## src/rtl/message_scroll_ctrl_if.sv

```systemverilog
// Host-side bundle for the message scroller: buffer write port, run control
// and the four digit characters plus status going out to the LED driver.
interface message_scroll_ctrl_if #(
  parameter int MSG_LEN = 16,
  parameter int CHAR_W  = 4
);
  localparam int AW = $clog2(MSG_LEN);

  logic              wr_en;
  logic [AW-1:0]     wr_addr;
  logic [CHAR_W-1:0] wr_data;
  logic [4:0]        len_cfg;
  logic              start;
  logic              stop;
  logic [CHAR_W-1:0] dig3;
  logic [CHAR_W-1:0] dig2;
  logic [CHAR_W-1:0] dig1;
  logic [CHAR_W-1:0] dig0;
  logic              busy;
  logic              wrap;

  modport master (
    output wr_en, wr_addr, wr_data, len_cfg, start, stop,
    input  dig3, dig2, dig1, dig0, busy, wrap
  );

  modport slave (
    input  wr_en, wr_addr, wr_data, len_cfg, start, stop,
    output dig3, dig2, dig1, dig0, busy, wrap
  );
endinterface

```

## src/rtl/message_scroll_ctrl.sv

```systemverilog
// Scrolls a 4-character window across a host-written message buffer and
// presents it to the four character inputs of the 7-segment LED driver.
//
//   state | meaning
//   IDLE  | window frozen at current offset, tick counter held at 0
//   RUN   | tick counter runs; offset advances every TICK_DIV clocks
module message_scroll_ctrl #(
  parameter int MSG_LEN  = 16,
  parameter int TICK_DIV = 25000000,
  parameter int CHAR_W   = 4
) (
  input logic clk,
  input logic reset,
  message_scroll_ctrl_if.slave bus
);
  localparam int AW = $clog2(MSG_LEN);
  localparam int LW = AW + 1;
  localparam int CW = $clog2(TICK_DIV);
  localparam logic [CW-1:0] CNT_LAST = CW'(TICK_DIV - 1);
  localparam logic [LW-1:0] LEN_MIN  = LW'(4);
  localparam logic [LW-1:0] LEN_MAX  = LW'(MSG_LEN);

  typedef enum logic {IDLE, RUN} state_t;

  state_t            state;
  logic [CHAR_W-1:0] msg_buf [MSG_LEN];
  logic [AW-1:0]     offset;
  logic [CW-1:0]     cnt;
  logic [LW-1:0]     active_len;
  logic [LW-1:0]     len_clamped;
  logic              at_last;

  // Window index (base + k) mod len; base < len and k <= 3 < len, so one
  // conditional subtract is enough even for non-power-of-two lengths.
  function automatic logic [AW-1:0] win_idx(input logic [AW-1:0] base,
                                            input logic [1:0]    k,
                                            input logic [LW-1:0] len);
    logic [LW-1:0] sum;
    sum = {1'b0, base} + {{(LW-2){1'b0}}, k};
    if (sum >= len) sum = sum - len;
    return sum[AW-1:0];
  endfunction

  // Clamp the requested message length into 4..MSG_LEN.
  always_comb begin
    len_clamped = LW'(bus.len_cfg);
    if (int'(bus.len_cfg) < 4)            len_clamped = LEN_MIN;
    else if (int'(bus.len_cfg) > MSG_LEN) len_clamped = LEN_MAX;
  end

  assign at_last = ({1'b0, offset} == (active_len - LW'(1)));

  // Scroll sequencer: stop beats start, start beats a pending scroll step.
  always_ff @(posedge clk) begin
    if (reset) begin
      state      <= IDLE;
      offset     <= '0;
      cnt        <= '0;
      active_len <= LEN_MIN;
      bus.busy   <= 1'b0;
      bus.wrap   <= 1'b0;
    end else begin
      bus.wrap <= 1'b0;
      if (bus.stop) begin
        state    <= IDLE;
        bus.busy <= 1'b0;
        cnt      <= '0;
      end else if (bus.start) begin
        state      <= RUN;
        bus.busy   <= 1'b1;
        offset     <= '0;
        cnt        <= '0;
        active_len <= len_clamped;
      end else if (state == RUN) begin
        if (cnt == CNT_LAST) begin
          cnt <= '0;
          if (at_last) begin
            offset   <= '0;
            bus.wrap <= 1'b1;
          end else begin
            offset <= offset + 1'b1;
          end
        end else begin
          cnt <= cnt + 1'b1;
        end
      end
    end
  end

  // Message buffer; host writes are accepted in every state.
  always_ff @(posedge clk) begin
    if (reset) begin
      for (int i = 0; i < MSG_LEN; i++) msg_buf[i] <= '0;
    end else if (bus.wr_en) begin
      msg_buf[bus.wr_addr] <= bus.wr_data;
    end
  end

  // Registered window, one clock behind offset and buffer changes.
  always_ff @(posedge clk) begin
    if (reset) begin
      bus.dig3 <= '0;
      bus.dig2 <= '0;
      bus.dig1 <= '0;
      bus.dig0 <= '0;
    end else begin
      bus.dig3 <= msg_buf[win_idx(offset, 2'd0, active_len)];
      bus.dig2 <= msg_buf[win_idx(offset, 2'd1, active_len)];
      bus.dig1 <= msg_buf[win_idx(offset, 2'd2, active_len)];
      bus.dig0 <= msg_buf[win_idx(offset, 2'd3, active_len)];
    end
  end
endmodule

```

## src/flat_wrapper.sv

```systemverilog
// flat-port wrapper written by rule: the top's interface ports become plain ports
module message_scroll_ctrl_flat 
#(
  parameter int MSG_LEN  = 16,
  parameter int TICK_DIV = 25000000,
  parameter int CHAR_W   = 4
)
  (clk, reset, bus_wr_en, bus_wr_addr, bus_wr_data, bus_len_cfg, bus_start, bus_stop, bus_dig3, bus_dig2, bus_dig1, bus_dig0, bus_busy, bus_wrap);
  message_scroll_ctrl_if #(.MSG_LEN(MSG_LEN), .CHAR_W(CHAR_W)) bus_i ();
  input logic clk;
  input logic reset;
  input wire logic [$bits(bus_i.wr_en)-1:0] bus_wr_en;
  input wire logic [$bits(bus_i.wr_addr)-1:0] bus_wr_addr;
  input wire logic [$bits(bus_i.wr_data)-1:0] bus_wr_data;
  input wire logic [$bits(bus_i.len_cfg)-1:0] bus_len_cfg;
  input wire logic [$bits(bus_i.start)-1:0] bus_start;
  input wire logic [$bits(bus_i.stop)-1:0] bus_stop;
  output wire logic [$bits(bus_i.dig3)-1:0] bus_dig3;
  output wire logic [$bits(bus_i.dig2)-1:0] bus_dig2;
  output wire logic [$bits(bus_i.dig1)-1:0] bus_dig1;
  output wire logic [$bits(bus_i.dig0)-1:0] bus_dig0;
  output wire logic [$bits(bus_i.busy)-1:0] bus_busy;
  output wire logic [$bits(bus_i.wrap)-1:0] bus_wrap;
  assign bus_i.wr_en = bus_wr_en;
  assign bus_i.wr_addr = bus_wr_addr;
  assign bus_i.wr_data = bus_wr_data;
  assign bus_i.len_cfg = bus_len_cfg;
  assign bus_i.start = bus_start;
  assign bus_i.stop = bus_stop;
  assign bus_dig3 = bus_i.dig3;
  assign bus_dig2 = bus_i.dig2;
  assign bus_dig1 = bus_i.dig1;
  assign bus_dig0 = bus_i.dig0;
  assign bus_busy = bus_i.busy;
  assign bus_wrap = bus_i.wrap;
  message_scroll_ctrl #(.MSG_LEN(MSG_LEN), .TICK_DIV(TICK_DIV), .CHAR_W(CHAR_W)) u_core (.clk(clk), .reset(reset), .bus(bus_i));
endmodule
```

## config.mk

```make
export PLATFORM = sky130hd
export DESIGN_NAME = message_scroll_ctrl_flat
export DESIGN_NICKNAME = d
export VERILOG_FILES = /design/src/rtl/message_scroll_ctrl_if.sv /design/src/rtl/message_scroll_ctrl.sv /design/src/flat_wrapper.sv
export SDC_FILE = /design/constraint.sdc
export NUM_CORES = 1
export LEC_CHECK = 0
export CAP_MARGIN = 5
export CELL_PAD_IN_SITES_DETAIL_PLACEMENT = 1
export CELL_PAD_IN_SITES_GLOBAL_PLACEMENT = 1
export CORE_ASPECT_RATIO = 0.75
export CORE_MARGIN = 2
export CORE_UTILIZATION = 25
export CTS_CLUSTER_DIAMETER = 150
export DETAILED_ROUTE_END_ITERATION = 12
export GPL_ROUTABILITY_DRIVEN = 1
export HOLD_SLACK_MARGIN = 0.1
export PLACE_DENSITY_LB_ADDON = 0.2
export REMOVE_ABC_BUFFERS = 1
export SLEW_MARGIN = 20
export SYNTH_ARGS = -nofsm -noshare
export SYNTH_HDL_FRONTEND = slang
export SYNTH_SLANG_ARGS = --single-unit
```

## constraint.sdc

```tcl
create_clock -name clk -period 5 [get_ports clk]
set_clock_uncertainty 0.15 [all_clocks]
set_input_delay 1.5 -clock clk [delete_from_list [all_inputs] [get_ports clk]]
set_output_delay 1.5 -clock clk [all_outputs]
set_load 0.01 [all_outputs]
```

; ---- After elaboration in Yosys (flattened, before gate mapping)
; Memories as Yosys holds them, arrays and structs flattened. A register that Yosys moved wholly into a read port is not among the register bits.
; Index checks and enable logic that the tools add are counted.
[word_totals]
input_bits = 18
mem_count = 1
ff_bits = 36
output_inout_bits = 18
romBits = 0
elab_cells = 59
mem_bits_rw = 64
latch_bits = 0
[mem_list]
columns = name, depth, width, read_ports, rd_clocked_by_memory_dff, write_ports, line_no
row1 = u_core.msg_buf, 16, 4, 4, 4, 16, message_scroll_ctrl.sv:26  ; logic [CHAR_W-1:0] msg_buf [MSG_LEN];
[classes]
multipliers = 0
n_bitwise = 3
reduce_logical = 8
n_mux = 24
div = 0
eq_ne = 2
add_sub_neg = 10
shift = 0
magnitude_cmp = 6
[op_table]
columns = cell, count
row1 = $mux W4, 14
row2 = $add A25 B1 Y25 const B, 1
row3 = $eq A25 B25 Y1 const B, 1
row4 = $mux W25, 1
row5 = $sub A4 B4 Y4, 4
row6 = $ge A5 B5 Y1, 3
row7 = $add A4 B2 Y5 const B, 2
row8 = $mux W5, 2
row9 = $mux W1, 7
row10 = $add A4 B1 Y5 const B, 1
row11 = $eq A4 B5 Y1, 1
row12 = $ge A4 B5 Y1, 1
row13 = $gt A5 B5 Y1 const B, 1
row14 = $lt A5 B3 Y1 const B, 1
row15 = $reduce_or A5 Y1, 1
row16 = $sub A5 B1 Y5 const B, 1
row17 = $add A4 B1 Y4 const B, 1
row18 = $reduce_bool A2 Y1, 2
row19 = $reduce_or A4 Y1, 1
row20 = $not A1 Y1, 3
row21 = $reduce_and A3 Y1, 1
row22 = $reduce_or A3 Y1, 1
row23 = $reduce_and A2 Y1, 1
row24 = $reduce_or A2 Y1, 1

; ---- Depth between registers and ports, before layout
; Gate-level depths: netlist (run 1).
[logic_depth]
word_depth = 6
ltp_mapped = 14
ltp_nobuf = 12

; ---- Least setup slack after synthesis (run 1)
; OpenSTA, ideal clock, no wires.
[synth_path]
path_type = reg-to-reg
startpoint = reg u_core.offset[1]
endpoint = reg u_core.bus.dig1[3] (read register of u_core.msg_buf)
arrival_time_ps = 3198
synth_period_minus_slack_ps = 3465
path_stages_with_launch = 14
setup_slack_ps = 1535
required_time_ps = 4733
setup_ps = 117
n_path_buf = 2
path_cell_list = dfxtp_1 > clkdlybuf4s18_1 > inv_1 > ha_1 > inv_1 > ha_1 > nand2_1 > o21a_4 > o21ai_4 > mux2_2 > buf_2 > o221ai_1 > o21ai_0 > a22o_1
[synth_between]
elab_chain_len = 4
elab_cells_between_ends = 5
classes_between = 2 x add/sub / 1 x order compare / 2 x mux
[synth_rtl]
columns = element, line_no
row1 = "start, declared", message_scroll_ctrl.sv:27  ; logic [AW-1:0] offset;
row2 = "start signal, assigned", message_scroll_ctrl.sv:81  ; offset <= offset + 1'b1;
row3 = $add A4 B2 Y5 *, message_scroll_ctrl.sv:39  ; sum = {1'b0, base} + {{(LW-2){1'b0}}, k};
row4 = $sub A4 B4 Y4 or $ge A5 B5 Y1 (tied branches), message_scroll_ctrl.sv:40  ; if (sum >= len) sum = sum - len;
row5 = $mux W4 *, message_scroll_ctrl.sv:40
row6 = $mux W4 *, message_scroll_ctrl.sv:101  ; if (reset) begin
row7 = "end, declared", message_scroll_ctrl_if.sv:29  ; output dig3, dig2, dig1, dig0, busy, wrap
; Every way passes the cells marked *; elsewhere a longest branch is shown, timed or not. The select of a mux whose other input is x is not followed.
; A chain may end at the register's enable or synchronous reset.

; ---- Worst setup path after layout (run 1)
; Same ends and word-level chain as after synthesis.

==> results of run 1 <==
[metrics by stage]
stage	instance area [sq um]	total power, mW	worst slack, ns	utilization [%]
2_1_floorplan	8100	1.49	0.707	-
3_3_place_gp	9200	1.74	0.883	28.2
3_5_place_dp	9200	1.74	0.768	28.2
4_1_cts	9780	2.97	0.738	30.0
5_1_grt	9780	3.06	0.454	30.0
6_report	9780	2.94	0.728	30.0
[kinds of logic after synthesis]
group | Yosys count
and+or+nand+nor | 303
AOI/OAI and AO/OA | 211
DFF | 116
muxes | 108
buffers and inverters | 61
xor gates and xnor gates | 37
adders and majority gates | 27
[area by class of cell]
cell class              count  area, sq um  area share [%]
multi-input cells         686         5080            52.0
flip-flops and latches    116         2960            30.3
well taps                 442          553            5.66
repair buffers             54          518            5.30
clock buffers              17          425            4.35
clock inverters            15          155            1.59
inverters                  21         78.8           0.806
[layer usage]
layer	global-route usage (%)	part of all wire (%)
met5	0	0
met4	3.06	0.65
met3	2.85	5.0
met2	24.2	40
met1	27.8	54
[state kept, by name, summed over array words and instances, names as in the netlist]
signal and flops:
u_core.bus.busy 1, u_core.active_len 5, u_core.msg_buf 64, u_core.bus.wrap 1
u_core.bus.dig3 4, u_core.bus.dig1 4, u_core.bus.dig0 4, u_core.offset 4
u_core.bus.dig2 4, u_core.cnt 25
[worst reg2reg max path: stages (launching register included)]
cell and delay [ns]:
dfxtp_1 0.57, inv_1 0.29, ha_1 0.47, inv_1 0.07, ha_1 0.35, nand2_1 0.08, o21a_4 0.24, o21ai_4 0.27
mux2i_1 0.84, nor2_1 0.08, a2111oi_0 0.60, a22o_1 0.22
[power by group]
part / internal, mW / switching [mW] / leakage [nW]
combinational: 0.263 / 0.319 / 2.43
sequential: 1.06 / 0.0818 / 1.03
clock: 0.666 / 0.550 / 0.283
total: 1.99 / 0.950 / 3.75
[cell usage in the layout (no fill, tap or decap), types with 22 or more instances in the layout]
cell type | Yosys | routed
nand2_1 | 49 | 49
mux2i_1 | 70 | 70
ha_1 | 23 | 23
dfxtp_1 | 52 | 52
and2_1 | 65 | 65
xor2_1 | 22 | 22
clkdlybuf4s50_1 | 0 | 35
nor2_1 | 72 | 72
nor3_1 | 22 | 22
edfxtp_1 | 64 | 64
mux2_2 | 35 | 35
o21ai_0 | 45 | 45
[final timing paths]
| path | endpoint | startpoint |
|---|---|---|
| max reg2reg | u_core.bus.dig1[3] | u_core.offset[1] |
| min reg2reg | u_core.cnt[20] | u_core.cnt[20] |
| min | u_core.cnt[20] | u_core.cnt[20] |
| max | u_core.bus.dig1[3] | u_core.offset[1] |
==> flow_summary.yaml, run 1 <==
detailed_routing:
  drc_errors: 0
  vias_per_cell: 5.22
  wl_um: 29800
  avgRoutedWirePerCell_um: 22.1
  route.vias.total: 7047
  ant_nets: 0
  dr.pass1.iters: 4
  drt_iter0_drc: 524
layout:
  syn_to_final_growth_pct: 17.3
  nets: 941
  drive_gt1_share_pct: 13.8
  nFillCells: 3721
  antenna_cells: 0
  final_cells: 1351
clock_network:
  h-tree-depth: 4
  insertion_delay_ns: 0.42
  cts_tree: "built"
  cts_setup_buffers: 0
  root_buffer: "clkbuf_16"
  clockBufferDepth: 2
  cts_buffers: 17
  cts_resized: 0
  cts_hold_buffers: 0
  cts_num_sinks: 116
  path_clk_slew_ns: 0.07
floorplan:
  die_y_um: 162
  die_width_um: 215
  core_region_area_sq_um: 32600
  fp.dieArea_sq_um: 34800
  io_pins: 36
  initial_utilization_pct: 25.6
  fp-row-count: 57
global_route:
  grt_start_max_net_pins: 34
  overflow: 0
  grtUsageTotal_pct: 17.4
  grt_pass1_vias: 6991
  antenna_found_initial: 0
  grt_pass1_wl_um: 45700
critical_path:
  slowest_stage: "mux2i_1"
  cp.arrival_ns: 4.49
  worstRegToRegCells: 11
  worst_ep_required_time_ns: 5.22
  crit_type: "reg2reg"
  path_depth: 11
  cp_top_family: "compound AO/OA/AOI/OAI gates"
  r2r_slack_ns: 0.73
  crit_fanout: 11
  endpoint_kind: "flop"
  path_buf_inv: 2
  worstSetupStartpointType: "flop"
  cp_cell_sequence: "inv_1 > ha_1 > inv_1 > ha_1 > nand2_1 > o21a_4 > o21ai_4 > mux2i_1 > nor2_1 > a2111oi_0 > a22o_1"
  critical-path-max-stage-delay_ns: 0.84
yosys:
  syn_area_per_cell_sq_um: 9.66
  synth_top_area_share_pct: 23.0
  ys_top_cells_by_area: "edfxtp_1 23%, dfxtp_1 12%, mux2i_1 8.4%"
  synthArstFlopShare_pct: 0
  ys_seq_area_share_pct: 35.5
  syn_inst: 863
  synth_top_family_by_area: "simple AND/OR/NAND/NOR gates"
  synth_edf_count: 64
  muxShareOfSynthArea_pct: 13.7
  synth_compound_area_share_pct: 19.3
  yosys.area_share.xor_xnor_pct: 3.89
  ys_seq_elements: 116
  ys_types: 82
  synth_ff_type: "edfxtp_1"
  synthTopCellsByCount: "72 x nor2_1, 70 x mux2i_1, 65 x and2_1"
  syn-cell-area_sq_um: 8340
  synthAdderAreaFrac_pct: 4.41
  synth_most_common_cell: "nor2_1"
  yosys.area_share.simple_pct: 19.4
  synth_top_cell_by_area: "edfxtp_1"
  ys.warnings.count: 0
power:
  p_leak_nw: 3.75
  p_per_area_nw_per_um2: 301
  irDropWorstVdd_uv: 191
sta:
  timing.slew.headroom_pct: 34.3
  finalSetupTns_ns: 0
  hold_violations: 0
  timing.final.crit_share_pct: 85.4
  tightest_slew_ns: 0.958
  fmax_mhz: 234
  rsz0062_at_grt: "no"
  layout_min_cycle_time_ns: 4.27
  setup_viol: 0
  slew_violations: 0
  finalHoldWorstSlack_ns: 0.357
hold_path:
  hold_path_depth: 2
  hp-class: "reg2reg"
status:
  status: "completed"
run:
  drv_cap: 0
placed_design:
  dp.cells: 1319
  hpwlAfterDp_um: 22400
  place_congestion: 0.786
  io_buffers: 35
Power figures use the tool's default switching activity.
==> run 2, diff against run 1 <==
--- a/config.mk
+++ b/config.mk
@@ -8,7 +8,6 @@
 export CAP_MARGIN = 5
 export CELL_PAD_IN_SITES_DETAIL_PLACEMENT = 1
 export CELL_PAD_IN_SITES_GLOBAL_PLACEMENT = 1
-export CORE_ASPECT_RATIO = 0.75
 export CORE_MARGIN = 2
 export CORE_UTILIZATION = 25
 export CTS_CLUSTER_DIAMETER = 150
==> flow_summary.yaml, run 2 (synthesized netlist as in run 1, its figures left out) <==
status:
  status: "completed"
sta:
  finalHoldWorstSlack_ns: 0.362
  layout_min_cycle_time_ns: 4.53
  slew_violations: 0
  fin_ws_ns: 0.473
  fmax_mhz: 221
  hold_violations: 0
  timing.slew.headroom_pct: 32.3
  setup_viol: 0
  tightest_slew_ns: 1.01
  finalSetupTns_ns: 0
  timing.final.crit_share_pct: 90.5
  rsz0062_at_grt: "no"
clock_network:
  root_buffer: "clkbuf_16"
  cts_setup_buffers: 0
  path_clk_slew_ns: 0.07
  cts_resized: 0
  h-tree-depth: 4
  clockBufferDepth: 2
  insertion_delay_ns: 0.42
  cts_buffers: 17
  cts_num_sinks: 116
  cts_hold_buffers: 0
  cts_tree: "built"
layout:
  final_cell_mix: "72 x nor2_1, 70 x mux2i_1, 65 x and2_1, 64 x edfxtp_1, 52 x dfxtp_1"
  utilization_pct: 29.9
  reg_top3: "u_core.msg_buf: 64 flops, u_core.cnt: 25 flops, u_core.active_len: 5 flops"
  drive_gt1_share_pct: 13.8
  nets: 942
  antenna_cells: 0
  top_register: "u_core.msg_buf"
  syn_to_final_growth_pct: 17.4
  largest_register_ffs: 64
  nFillCells: 3797
  final_common_cell: "nor2_1"
power:
  p_leak_nw: 3.76
  irDropWorstVdd_uv: 215
  finalPower_mw: 3.00
  p_per_area_nw_per_um2: 306
critical_path:
  worstSetupStartpointType: "flop"
  crit_type: "reg2reg"
  slowest_stage: "a2111oi_0"
  cp_cell_sequence: "inv_1 > ha_1 > inv_1 > ha_1 > a21oi_1 > o21a_4 > a2bb2oi_1 > nand2_1 > a2111oi_0 > a22o_1"
  crit_fanout: 21
  cp.arrival_ns: 4.76
  path_buf_inv: 2
  endpoint_kind: "flop"
  critical-path-max-stage-delay_ns: 1.01
  cp_top_family: "compound AO/OA/AOI/OAI gates"
  worst_ep_required_time_ns: 5.23
global_route:
  antenna_found_initial: 0
  overflow: 0
  met2_usage_pct: 26.9
  grt_start_max_net_pins: 34
  grt_use_met3_pct: 2.37
  grtUsageTotal_pct: 16.9
  grt_busiest_layer: "met2"
  grt_pass1_wl_um: 44900
  met1_usage_pct: 23.8
  grt_pass1_vias: 7179
placed_design:
  pre_cts_ws_ns: 0.508
  hpwlAfterDp_um: 21900
  place_congestion: 0.862
  io_buffers: 35
detailed_routing:
  vias_per_cell: 5.16
  drc_errors: 0
  avgRoutedWirePerCell_um: 21.5
  route.vias.total: 6972
  drt_iter0_drc: 404
  dr.pass1.iters: 5
  ant_nets: 0
  wl_um: 29100
floorplan:
  initial_utilization_pct: 25.5
  die_width_um: 187
  die_y_um: 187
  fp-row-count: 66
  io_pins: 36
  fp.dieArea_sq_um: 34800
  core_region_area_sq_um: 32700
run:
  drv_cap: 0
hold_path:
  hp-class: "reg2reg"
## run 2: worst register-to-register path: cells and delay by family, from the launching register on
family | cells | cell delay, ns
buffers and inverters | 2 | 0.36
and+or+nand+nor | 1 | 0.65
adders and majority gates | 2 | 0.82
AOI/OAI and AO/OA | 5 | 1.92
DFF | 1 | 0.60
## run 2: per-layer routing
metal	share of wire [%]	vias up
met5	0	-
met2	45	120
li1	-	3307
met4	1.3	0
met3	3.0	21
met1	50	3524
## run 2: worst paths after layout
kind | from | endpoint | slack [ns] | cells after the start
hold / removal | u_core.cnt[20] | u_core.cnt[20] | 0.36 | 2
setup / recovery | u_core.offset[1] | u_core.bus.dig1[2] | 0.47 | 10
setup reg to reg | u_core.offset[1] | u_core.bus.dig1[2] | 0.47 | 10
hold reg to reg | u_core.cnt[20] | u_core.cnt[20] | 0.36 | 2
## run 2: where the power goes
part           leakage (nW)  total (mW)  switching, mW  internal, mW
clock network         0.295        1.28          0.521         0.759
registers              1.03        1.14         0.0789          1.06
logic                  2.43       0.574          0.314         0.260
total                  3.76        3.00          0.914          2.08
## run 2: area by class of cell
cell class	count	area, sq um	share of cell area, %
multi-input combinational	686	5080	51.9
sequential	116	2960	30.3
tap	442	553	5.65
timing repair buffer	55	500	5.11
clock buffer	17	425	4.35
clock inverter	15	184	1.88
inverter	21	78.8	0.805
## run 2: stage by stage
step	cells	cell area (sq um)
4_1_cts	1352	9790
2_1_floorplan	823	8100
6_report	1352	9790
5_1_grt	1352	9790
3_3_place_gp	1320	9180
3_5_place_dp	1320	9180
